`src/rtl/lms_train_source_if.sv`:
```
// Handshake/data bundle between the LMS training source and the block that
// controls it and feeds back the filter output.
interface lms_train_source_if;
  logic               start;
  logic               abort;
  logic signed [15:0] h0;
  logic signed [15:0] h1;
  logic signed [15:0] y_in;
  logic signed [15:0] x_out;
  logic signed [15:0] d_out;
  logic               busy;
  logic               converged;
  logic               timed_out;
  logic [16:0]        err_abs;
  logic [12:0]        sample_cnt;

  modport master (
    output start, abort, h0, h1, y_in,
    input  x_out, d_out, busy, converged, timed_out, err_abs, sample_cnt
  );

  modport slave (
    input  start, abort, h0, h1, y_in,
    output x_out, d_out, busy, converged, timed_out, err_abs, sample_cnt
  );
endinterface

```
`src/rtl/lms_train_source.sv`:
```
// PRBS training source for a 2-tap LMS filter: drives x/d through a programmable
// channel, checks the returned y against the aligned reference, flags pass/timeout.
module lms_train_source #(
  parameter int          AMP         = 4,
  parameter logic [15:0] SEED        = 16'hACE1,
  parameter int          D_DELAY     = 1,
  parameter int          Y_LAT       = 2,
  parameter int          TOL         = 2,
  parameter int          CONV_RUN    = 16,
  parameter int          MAX_SAMPLES = 4096
) (
  input logic               clk,
  input logic               rst,
  lms_train_source_if.slave bus
);
  localparam int PRIME_LEN = Y_LAT + D_DELAY;
  localparam int LINE_LEN  = (Y_LAT > D_DELAY) ? Y_LAT : D_DELAY;
  localparam int PW        = $clog2(PRIME_LEN + 1);
  localparam int RW        = $clog2(CONV_RUN + 1);

  localparam logic signed [15:0] AMP_P      = 16'(AMP);
  localparam logic signed [15:0] AMP_N      = 16'(-AMP);
  localparam logic [12:0]        CNT_MAX    = 13'(MAX_SAMPLES);
  localparam logic [RW-1:0]      RUN_DONE   = RW'(CONV_RUN);
  localparam logic [16:0]        TOL_V      = 17'(TOL);
  localparam logic [PW-1:0]      PRIME_LAST = PW'(PRIME_LEN - 1);

  typedef enum logic [2:0] {
    IDLE  = 3'd0,
    PRIME = 3'd1,
    TRAIN = 3'd2,
    PASS  = 3'd3,
    FAIL  = 3'd4
  } state_t;

  function automatic logic [15:0] lfsr_step(input logic [15:0] s);
    return {s[0] ^ s[2] ^ s[3] ^ s[5], s[15:1]};
  endfunction

  function automatic logic signed [15:0] amp_of(input logic b);
    return b ? AMP_P : AMP_N;
  endfunction

  state_t             state_r, state_case_s, state_next_s;
  logic [15:0]        lfsr_r;
  logic signed [15:0] h0_r, h1_r, x_out_r, x_prev_r;
  logic signed [15:0] line_r [LINE_LEN];
  logic [PW-1:0]      prime_r;
  logic [RW-1:0]      run_r, run_next_s;
  logic [12:0]        cnt_r, cnt_next_s;
  logic [16:0]        err_abs_r, abs_s;
  logic               busy_r, conv_r, tout_r;
  logic signed [15:0] dref_s, ref_s;
  logic signed [16:0] e_s;
  logic               load_s, stream_s;

  // State register.
  always_ff @(posedge clk) begin
    if (rst) begin
      state_r <= IDLE;
    end else begin
      state_r <= state_next_s;
    end
  end

  // Next-state logic; abort overrides every transition.
  always_comb begin
    state_case_s = state_r;
    case (state_r)
      IDLE:  if (bus.start) state_case_s = PRIME; else state_case_s = IDLE;
      PRIME: if (prime_r == PRIME_LAST) state_case_s = TRAIN; else state_case_s = PRIME;
      TRAIN: begin
        if (run_next_s == RUN_DONE) state_case_s = PASS;
        else if (cnt_next_s == CNT_MAX) state_case_s = FAIL;
        else state_case_s = TRAIN;
      end
      PASS, FAIL: if (bus.start) state_case_s = PRIME; else state_case_s = state_r;
      default: state_case_s = IDLE;
    endcase
    if (bus.abort) state_next_s = IDLE;
    else state_next_s = state_case_s;
    load_s   = (state_next_s == PRIME) && (state_r != PRIME);
    stream_s = (state_next_s == PRIME) || (state_next_s == TRAIN);
  end

  // Channel reference and residual; a 16-bit result keeps exactly the low
  // half of the 32-bit product sum, i.e. the filter's wrap behaviour.
  always_comb begin
    dref_s = h0_r * x_out_r + h1_r * x_prev_r;
    ref_s  = line_r[Y_LAT-1];
    e_s    = {ref_s[15], ref_s} - {bus.y_in[15], bus.y_in};
    abs_s  = e_s[16] ? (~e_s + 17'd1) : e_s;
    if (abs_s <= TOL_V) run_next_s = run_r + RW'(1);
    else run_next_s = '0;
    if (cnt_r == CNT_MAX) cnt_next_s = cnt_r;
    else cnt_next_s = cnt_r + 13'd1;
  end

  // Excitation, reference delay line, monitor counters and registered flags.
  always_ff @(posedge clk) begin
    if (rst) begin
      lfsr_r    <= SEED;
      h0_r      <= 16'sd0;
      h1_r      <= 16'sd0;
      x_out_r   <= 16'sd0;
      x_prev_r  <= 16'sd0;
      for (int i = 0; i < LINE_LEN; i++) line_r[i] <= 16'sd0;
      prime_r   <= '0;
      run_r     <= '0;
      cnt_r     <= 13'd0;
      err_abs_r <= 17'd0;
      busy_r    <= 1'b0;
      conv_r    <= 1'b0;
      tout_r    <= 1'b0;
    end else begin
      busy_r <= stream_s;
      conv_r <= (state_next_s == PASS);
      tout_r <= (state_next_s == FAIL);
      if (load_s) begin
        h0_r     <= bus.h0;
        h1_r     <= bus.h1;
        lfsr_r   <= lfsr_step(SEED);
        x_out_r  <= amp_of(SEED[0]);
        x_prev_r <= 16'sd0;
        for (int i = 0; i < LINE_LEN; i++) line_r[i] <= 16'sd0;
        prime_r  <= '0;
      end else if (stream_s) begin
        lfsr_r    <= lfsr_step(lfsr_r);
        x_out_r   <= amp_of(lfsr_r[0]);
        x_prev_r  <= x_out_r;
        line_r[0] <= dref_s;
        for (int i = 1; i < LINE_LEN; i++) line_r[i] <= line_r[i-1];
        if (state_r == PRIME) prime_r <= prime_r + PW'(1);
        else prime_r <= prime_r;
      end else begin
        lfsr_r   <= SEED;
        x_out_r  <= 16'sd0;
        x_prev_r <= 16'sd0;
        for (int i = 0; i < LINE_LEN; i++) line_r[i] <= 16'sd0;
        prime_r  <= '0;
      end
      if (load_s || bus.abort) begin
        run_r     <= '0;
        cnt_r     <= 13'd0;
        err_abs_r <= 17'd0;
      end else if (state_r == TRAIN) begin
        run_r     <= run_next_s;
        cnt_r     <= cnt_next_s;
        err_abs_r <= abs_s;
      end else begin
        run_r     <= run_r;
        cnt_r     <= cnt_r;
        err_abs_r <= err_abs_r;
      end
    end
  end

  assign bus.x_out      = x_out_r;
  assign bus.d_out      = line_r[D_DELAY-1];
  assign bus.busy       = busy_r;
  assign bus.converged  = conv_r;
  assign bus.timed_out  = tout_r;
  assign bus.err_abs    = err_abs_r;
  assign bus.sample_cnt = cnt_r;
endmodule

```
`src/flat_wrapper.sv`:
```
// flat-port wrapper written by rule: the top's interface ports become plain ports
module lms_train_source_flat 
#(
  parameter int          AMP         = 4,
  parameter logic [15:0] SEED        = 16'hACE1,
  parameter int          D_DELAY     = 1,
  parameter int          Y_LAT       = 2,
  parameter int          TOL         = 2,
  parameter int          CONV_RUN    = 16,
  parameter int          MAX_SAMPLES = 4096
)
  (clk, rst, bus_start, bus_abort, bus_h0, bus_h1, bus_y_in, bus_x_out, bus_d_out, bus_busy, bus_converged, bus_timed_out, bus_err_abs, bus_sample_cnt);
  lms_train_source_if bus_i ();
  input logic clk;
  input logic rst;
  input wire logic [$bits(bus_i.start)-1:0] bus_start;
  input wire logic [$bits(bus_i.abort)-1:0] bus_abort;
  input wire logic [$bits(bus_i.h0)-1:0] bus_h0;
  input wire logic [$bits(bus_i.h1)-1:0] bus_h1;
  input wire logic [$bits(bus_i.y_in)-1:0] bus_y_in;
  output wire logic [$bits(bus_i.x_out)-1:0] bus_x_out;
  output wire logic [$bits(bus_i.d_out)-1:0] bus_d_out;
  output wire logic [$bits(bus_i.busy)-1:0] bus_busy;
  output wire logic [$bits(bus_i.converged)-1:0] bus_converged;
  output wire logic [$bits(bus_i.timed_out)-1:0] bus_timed_out;
  output wire logic [$bits(bus_i.err_abs)-1:0] bus_err_abs;
  output wire logic [$bits(bus_i.sample_cnt)-1:0] bus_sample_cnt;
  assign bus_i.start = bus_start;
  assign bus_i.abort = bus_abort;
  assign bus_i.h0 = bus_h0;
  assign bus_i.h1 = bus_h1;
  assign bus_i.y_in = bus_y_in;
  assign bus_x_out = bus_i.x_out;
  assign bus_d_out = bus_i.d_out;
  assign bus_busy = bus_i.busy;
  assign bus_converged = bus_i.converged;
  assign bus_timed_out = bus_i.timed_out;
  assign bus_err_abs = bus_i.err_abs;
  assign bus_sample_cnt = bus_i.sample_cnt;
  lms_train_source #(.AMP(AMP), .SEED(SEED), .D_DELAY(D_DELAY), .Y_LAT(Y_LAT), .TOL(TOL), .CONV_RUN(CONV_RUN), .MAX_SAMPLES(MAX_SAMPLES)) u_core (.clk(clk), .rst(rst), .bus(bus_i));
endmodule
```
`config.mk`:
```
export PLATFORM = sky130hd
export DESIGN_NAME = lms_train_source_flat
export DESIGN_NICKNAME = d
export VERILOG_FILES = /design/src/rtl/lms_train_source_if.sv /design/src/rtl/lms_train_source.sv /design/src/flat_wrapper.sv
export SDC_FILE = /design/constraint.sdc
export NUM_CORES = 1
export LEC_CHECK = 0
export ABC_AREA = 1
export CORE_ASPECT_RATIO = 1.5
export CORE_MARGIN = 2
export CORE_UTILIZATION = 30
export CTS_CLUSTER_DIAMETER = 40
export DETAILED_ROUTE_END_ITERATION = 8
export PLACE_DENSITY = 0.49
export SYNTH_ARGS = -nofsm -noshare
export SYNTH_HDL_FRONTEND = slang
export SYNTH_SLANG_ARGS = --single-unit
```
`constraint.sdc`:
```
create_clock -name clk -period 8.04 [get_ports clk]
set_input_delay 1.608 -clock clk [delete_from_list [all_inputs] [get_ports clk]]
set_output_delay 1.608 -clock clk [all_outputs]
set_load 0.02 [all_outputs]
```
==> results of run 1 <==
cells in the final DEF (no fill, tap or decap), types with 4 or more instances in the layout:
master | synthesis | routed
sky130_fd_sc_hd__a21oi_1 | 44 | 44
sky130_fd_sc_hd__buf_4 | 31 | 9
sky130_fd_sc_hd__clkbuf_1 | 15 | 4
sky130_fd_sc_hd__clkbuf_16 | 0 | 17
sky130_fd_sc_hd__clkdlybuf4s50_1 | 0 | 108
sky130_fd_sc_hd__conb_1 | 2 | 32
sky130_fd_sc_hd__dfxtp_1 | 91 | 91
sky130_fd_sc_hd__edfxtp_1 | 28 | 28
sky130_fd_sc_hd__fa_1 | 114 | 114
sky130_fd_sc_hd__ha_1 | 134 | 134
sky130_fd_sc_hd__inv_1 | 326 | 326
sky130_fd_sc_hd__inv_2 | 9 | 9
sky130_fd_sc_hd__nand2_1 | 248 | 248
sky130_fd_sc_hd__nand2_2 | 15 | 15
sky130_fd_sc_hd__nand3_1 | 65 | 65
sky130_fd_sc_hd__nand3_2 | 5 | 5
sky130_fd_sc_hd__nand4_1 | 22 | 22
sky130_fd_sc_hd__nor2_1 | 145 | 145
sky130_fd_sc_hd__nor2_2 | 19 | 19
sky130_fd_sc_hd__nor2_4 | 32 | 32
sky130_fd_sc_hd__nor3_1 | 8 | 8
sky130_fd_sc_hd__o21ai_0 | 50 | 50
sky130_fd_sc_hd__o21ai_1 | 11 | 11
sky130_fd_sc_hd__xnor2_1 | 29 | 29
sky130_fd_sc_hd__xor2_1 | 45 | 45
sequential cells by signal (all words and copies together) (netlist names):
name and cells:
u_core.line_r 28, u_core.bus.err_abs 17, u_core.lfsr_r 16, u_core.h0_r 14
u_core.h1_r 14, u_core.bus.sample_cnt 13, u_core.run_r 5, u_core.state_r 3
u_core.bus.x_out 2, u_core.prime_r 2, u_core.x_prev_r 2, u_core.bus.busy 1
u_core.bus.converged 1, u_core.bus.timed_out 1
routing by layer:
metal  vias to the layer above  routed length (um)  global-route usage, %
met5                         -                   0                      0
met4                         0                 847                   5.64
met3                        41                 769                   2.27
met2                       139               16700                   28.9
met1                      4481               11400                   14.9
li1                       4828                   -                      -
power breakdown:
group	total, mW	switching, mW	internal [mW]
registers	0.652	0.0176	0.634
logic	0.313	0.203	0.110
clock network	0.772	0.315	0.457
total	1.74	0.536	1.20
cell usage after synthesis, types with 2 or more instances:
cell type / instances
sky130_fd_sc_hd__a21oi_1: 44
sky130_fd_sc_hd__buf_6: 6
sky130_fd_sc_hd__fa_1: 114
sky130_fd_sc_hd__nand4_1: 22
sky130_fd_sc_hd__buf_12: 2
sky130_fd_sc_hd__nor3_1: 8
sky130_fd_sc_hd__clkbuf_1: 15
sky130_fd_sc_hd__nor4_1: 3
sky130_fd_sc_hd__xnor2_1: 29
sky130_fd_sc_hd__buf_8: 2
sky130_fd_sc_hd__nand2_2: 15
sky130_fd_sc_hd__nor2_2: 19
sky130_fd_sc_hd__nand2_4: 3
sky130_fd_sc_hd__nand3_1: 65
sky130_fd_sc_hd__xor2_1: 45
sky130_fd_sc_hd__nor2_4: 32
sky130_fd_sc_hd__or2_2: 3
sky130_fd_sc_hd__nand3_4: 2
sky130_fd_sc_hd__ha_1: 134
sky130_fd_sc_hd__and2_1: 3
sky130_fd_sc_hd__buf_4: 31
sky130_fd_sc_hd__nand2_1: 248
sky130_fd_sc_hd__edfxtp_1: 28
sky130_fd_sc_hd__inv_1: 326
sky130_fd_sc_hd__buf_2: 4
sky130_fd_sc_hd__inv_2: 9
sky130_fd_sc_hd__o21ai_0: 50
sky130_fd_sc_hd__nand3_2: 5
sky130_fd_sc_hd__dfxtp_1: 91
sky130_fd_sc_hd__conb_1: 2
sky130_fd_sc_hd__o21ai_1: 11
sky130_fd_sc_hd__nor2_1: 145
worst max-delay path by stage:
stage | start | end | cells after the start
6_report | u_core.x_prev_r[14]$_SDFF_PP0_ | u_core.line_r[0][15]$_SDFFCE_PP0P_ | 24
5_1_grt | u_core.x_prev_r[14]$_SDFF_PP0_ | u_core.line_r[0][15]$_SDFFCE_PP0P_ | 26
4_1_cts | u_core.x_prev_r[14]$_SDFF_PP0_ | u_core.line_r[0][15]$_SDFFCE_PP0P_ | 24
3_5_place_dp | u_core.x_prev_r[14]$_SDFF_PP0_ | u_core.line_r[0][15]$_SDFFCE_PP0P_ | 24
3_3_place_gp | u_core.x_prev_r[14]$_SDFF_PP0_ | u_core.line_r[0][15]$_SDFFCE_PP0P_ | 26
2_1_floorplan | u_core.bus.x_out[14]$_SDFF_PP0_ | u_core.line_r[0][15]$_SDFFCE_PP0P_ | 23
layout make-up:
cell class	instances	area [um2]	share of cell area, %
multi-input combinational	1045	8100	56.3
sequential	119	2660	18.5
inverter	337	1270	8.81
timing repair buffer	117	1150	7.99
tap	511	639	4.45
clock buffer	21	440	3.06
clock inverter	11	124	0.861
worst reg2reg max path, delay by kind of cell, from the launching register on:
family / cells / cell delay, ps
AOI/OAI and AO/OA: 3 / 590
buffers and inverters: 7 / 600
adders and majority gates: 9 / 4530
and+or+nand+nor: 3 / 320
xor gates and xnor gates: 2 / 470
DFF: 1 / 710
cell families after synthesis:
family | count (synthesis)
AOI/OAI and AO/OA | 114
xor gates and xnor gates | 74
adders and majority gates | 248
buffers and inverters | 398
DFF | 119
muxes | 1
other | 2
and+or+nand+nor | 576
per-stage QoR:
stage	util [%]	setup slack [ps]	hold slack [ps]
floorplan	-	1220	409
global placement	33.8	715	418
detailed placement	33.8	649	420
CTS	35.2	618	437
global route	35.2	308	447
finish	35.2	672	433
==> flow_summary.yaml, run 1 <==
sta:
  post-route-period-util_pct: 91.6
  report.final.slew_viol_count: 0
  worst_pin_slew_ps: 621
  period_minus_slack_ps: 7370
  timing.final.hold_violations: 0
  grt_setup_unrepaired: "no"
  maxSlewHeadroom_pct: 58.6
  timing.final.setup_violations: 0
  worst_clock_skew_ps: 17.2
  final_layout_setup_total_negative_slack_ps: 0
  max_clock_freq_mhz: 136
grt:
  grt.overflow.total: 0
  grt_pass1_wl_um: 48700
  first_global_vias: 9804
  grt_max_degree: 42
  antenna_found_initial: 0
  grt_usage_pct: 14.5
worst_setup_path:
  r2r_startpoint: "u_core.x_prev_r[14]$_SDFF_PP0_"
  critical_path.top_delay_family: "adder cells"
  critical_path_buf_inv_count: 7
  worst_path_most_repeated_cell: "sky130_fd_sc_hd__fa_1"
  critPathCaptureType: "flop"
  worstRegToRegCells: 24
  critPathMaxFanout: 15
  reg2reg_to: "u_core.line_r[0][15]$_SDFFCE_PP0P_"
  timing.setup.critical_path_class: "reg2reg"
  critical_path.startpoint_type: "flop"
  cpMaxStageDelayCell: "sky130_fd_sc_hd__dfxtp_1"
  r2r_setup_slack_ps: 670
  worst-endpoint-arrival_ps: 7650
  critical-path-max-stage-delay_ps: 710
  cp_data_required_time_ps: 8330
  crit_chain: "nand2_1 > inv_1 > fa_1 > fa_1 > inv_1 > fa_1 > inv_1 > fa_1 > inv_1 > fa_1 > fa_1 > inv_1 > fa_1 > fa_1 > ha_1 > a21oi_1 > nand2_1 > a21oi_1 > inv_1 > a21oi_1 > xor2_1 > xor2_1 > inv_1 > nor2_4"
logic_synthesis:
  synthXorXnorAreaFrac_pct: 5.24
  synth_largest_area_cell: "sky130_fd_sc_hd__fa_1"
  synthAdderAreaFrac_pct: 32.0
  synth_sequential_area_ratio_pct: 21.5
  synth.lib_cells_used.distinct: 48
  fraction_of_registers_with_async_set_or_reset_after_synthesis_pct: 0
  synth_top_cell_area_share_pct: 18.5
  synth_cells: 1532
  ys_top_cells_by_area: "sky130_fd_sc_hd__fa_1 (18%), sky130_fd_sc_hd__dfxtp_1 (15%), sky130_fd_sc_hd__ha_1 (14%)"
  synth_compound_area_share_pct: 4.84
  synth-simple-area-share_pct: 22.3
  postSynthRegisterBits: 119
  number_of_enable_type_register_cells_in_the_synthesized_netlist: 28
  synth_ff_type: "sky130_fd_sc_hd__dfxtp_1"
  synth.yosys.warnings: 0
  mappedNetlistArea_mm2: 0.0124
  postSynthAreaPerCell_um2: 8.07
  synth.mux.area_fraction_pct: 0.0809
  combinational_family_with_the_most_area_after_synthesis: "adder cells"
floorplanning:
  die_area_mm2: 0.0429
  io_pins: 117
  die_h_um: 253
  floorplan.die.width_um: 170
  start_util_pct: 30.3
  num_rows: 91
  core_area_mm2: 0.0409
placed_design:
  routabilityCongestion: 0.859
  place_area_mm2: 0.0138
  place_inst: 2129
  dp.final_hpwl_um: 24500
  io_buffers: 108
power_and_ir_drop:
  static-leakage-power_nw: 7.42
  irDropWorstVdd_mv: 0.0810
  power-per-cell-area_mw_per_mm2: 121
  fin_total_pwr_mw: 1.74
drt:
  post_route_drc: 0
  routed_length_per_placed_instance_um: 13.7
  avgViaCountPerCell: 4.39
  antenna_violating_nets_post_route: 0
  via_count: 9489
  initialDrtViolationCount: 334
  finalWirelength_um: 29700
  drt-pass1-iter-count: 5
finish:
  final-instance-count-excl-fill: 2161
  final_area_mm2: 0.0144
  area_growth_pct: 16.3
  finish.net_count: 1937
  post_route_cells_drive_above_1_share_pct: 7.94
  fill_cells: 4308
  antennaDiodeCount: 0
clock_network:
  cts_root_buf: "sky130_fd_sc_hd__clkbuf_16"
  cts_inserted_buffers: 17
  cts-hold-fix-buffers: 0
  clock_tree.htree_level_count: 4
  post_cts.resized_instances: 0
  post-cts-setup-buffer-count: 0
  clock_sink_count: 119
  clockBufferDepth: 2
  reg_clk_slew_reported_paths_ps: 60
  cts_tree: "done"
  worst_skew_pair.late_latency_ps: 450
worst_hold_path:
  min_delay_worst_endpoint: "u_core.lfsr_r[6]$_SDFF_PP1_"
  hold_path_startpoint: "u_core.lfsr_r[7]$_SDFF_PP1_"
  holdPathStages: 2
  hold_path_class: "reg2reg"
flow_run:
  maxCapViolations: 0
outcome:
  status: "finished clean"
Note: power is estimated with default switching activity, not from simulation.
==> run 2: changes to the inputs <==
- GPL_TIMING_DRIVEN: unset -> 1
- SLEW_MARGIN: unset -> 20
==> results of run 2 <==
Final layout, timing and power as in run 1 (identical DEF).
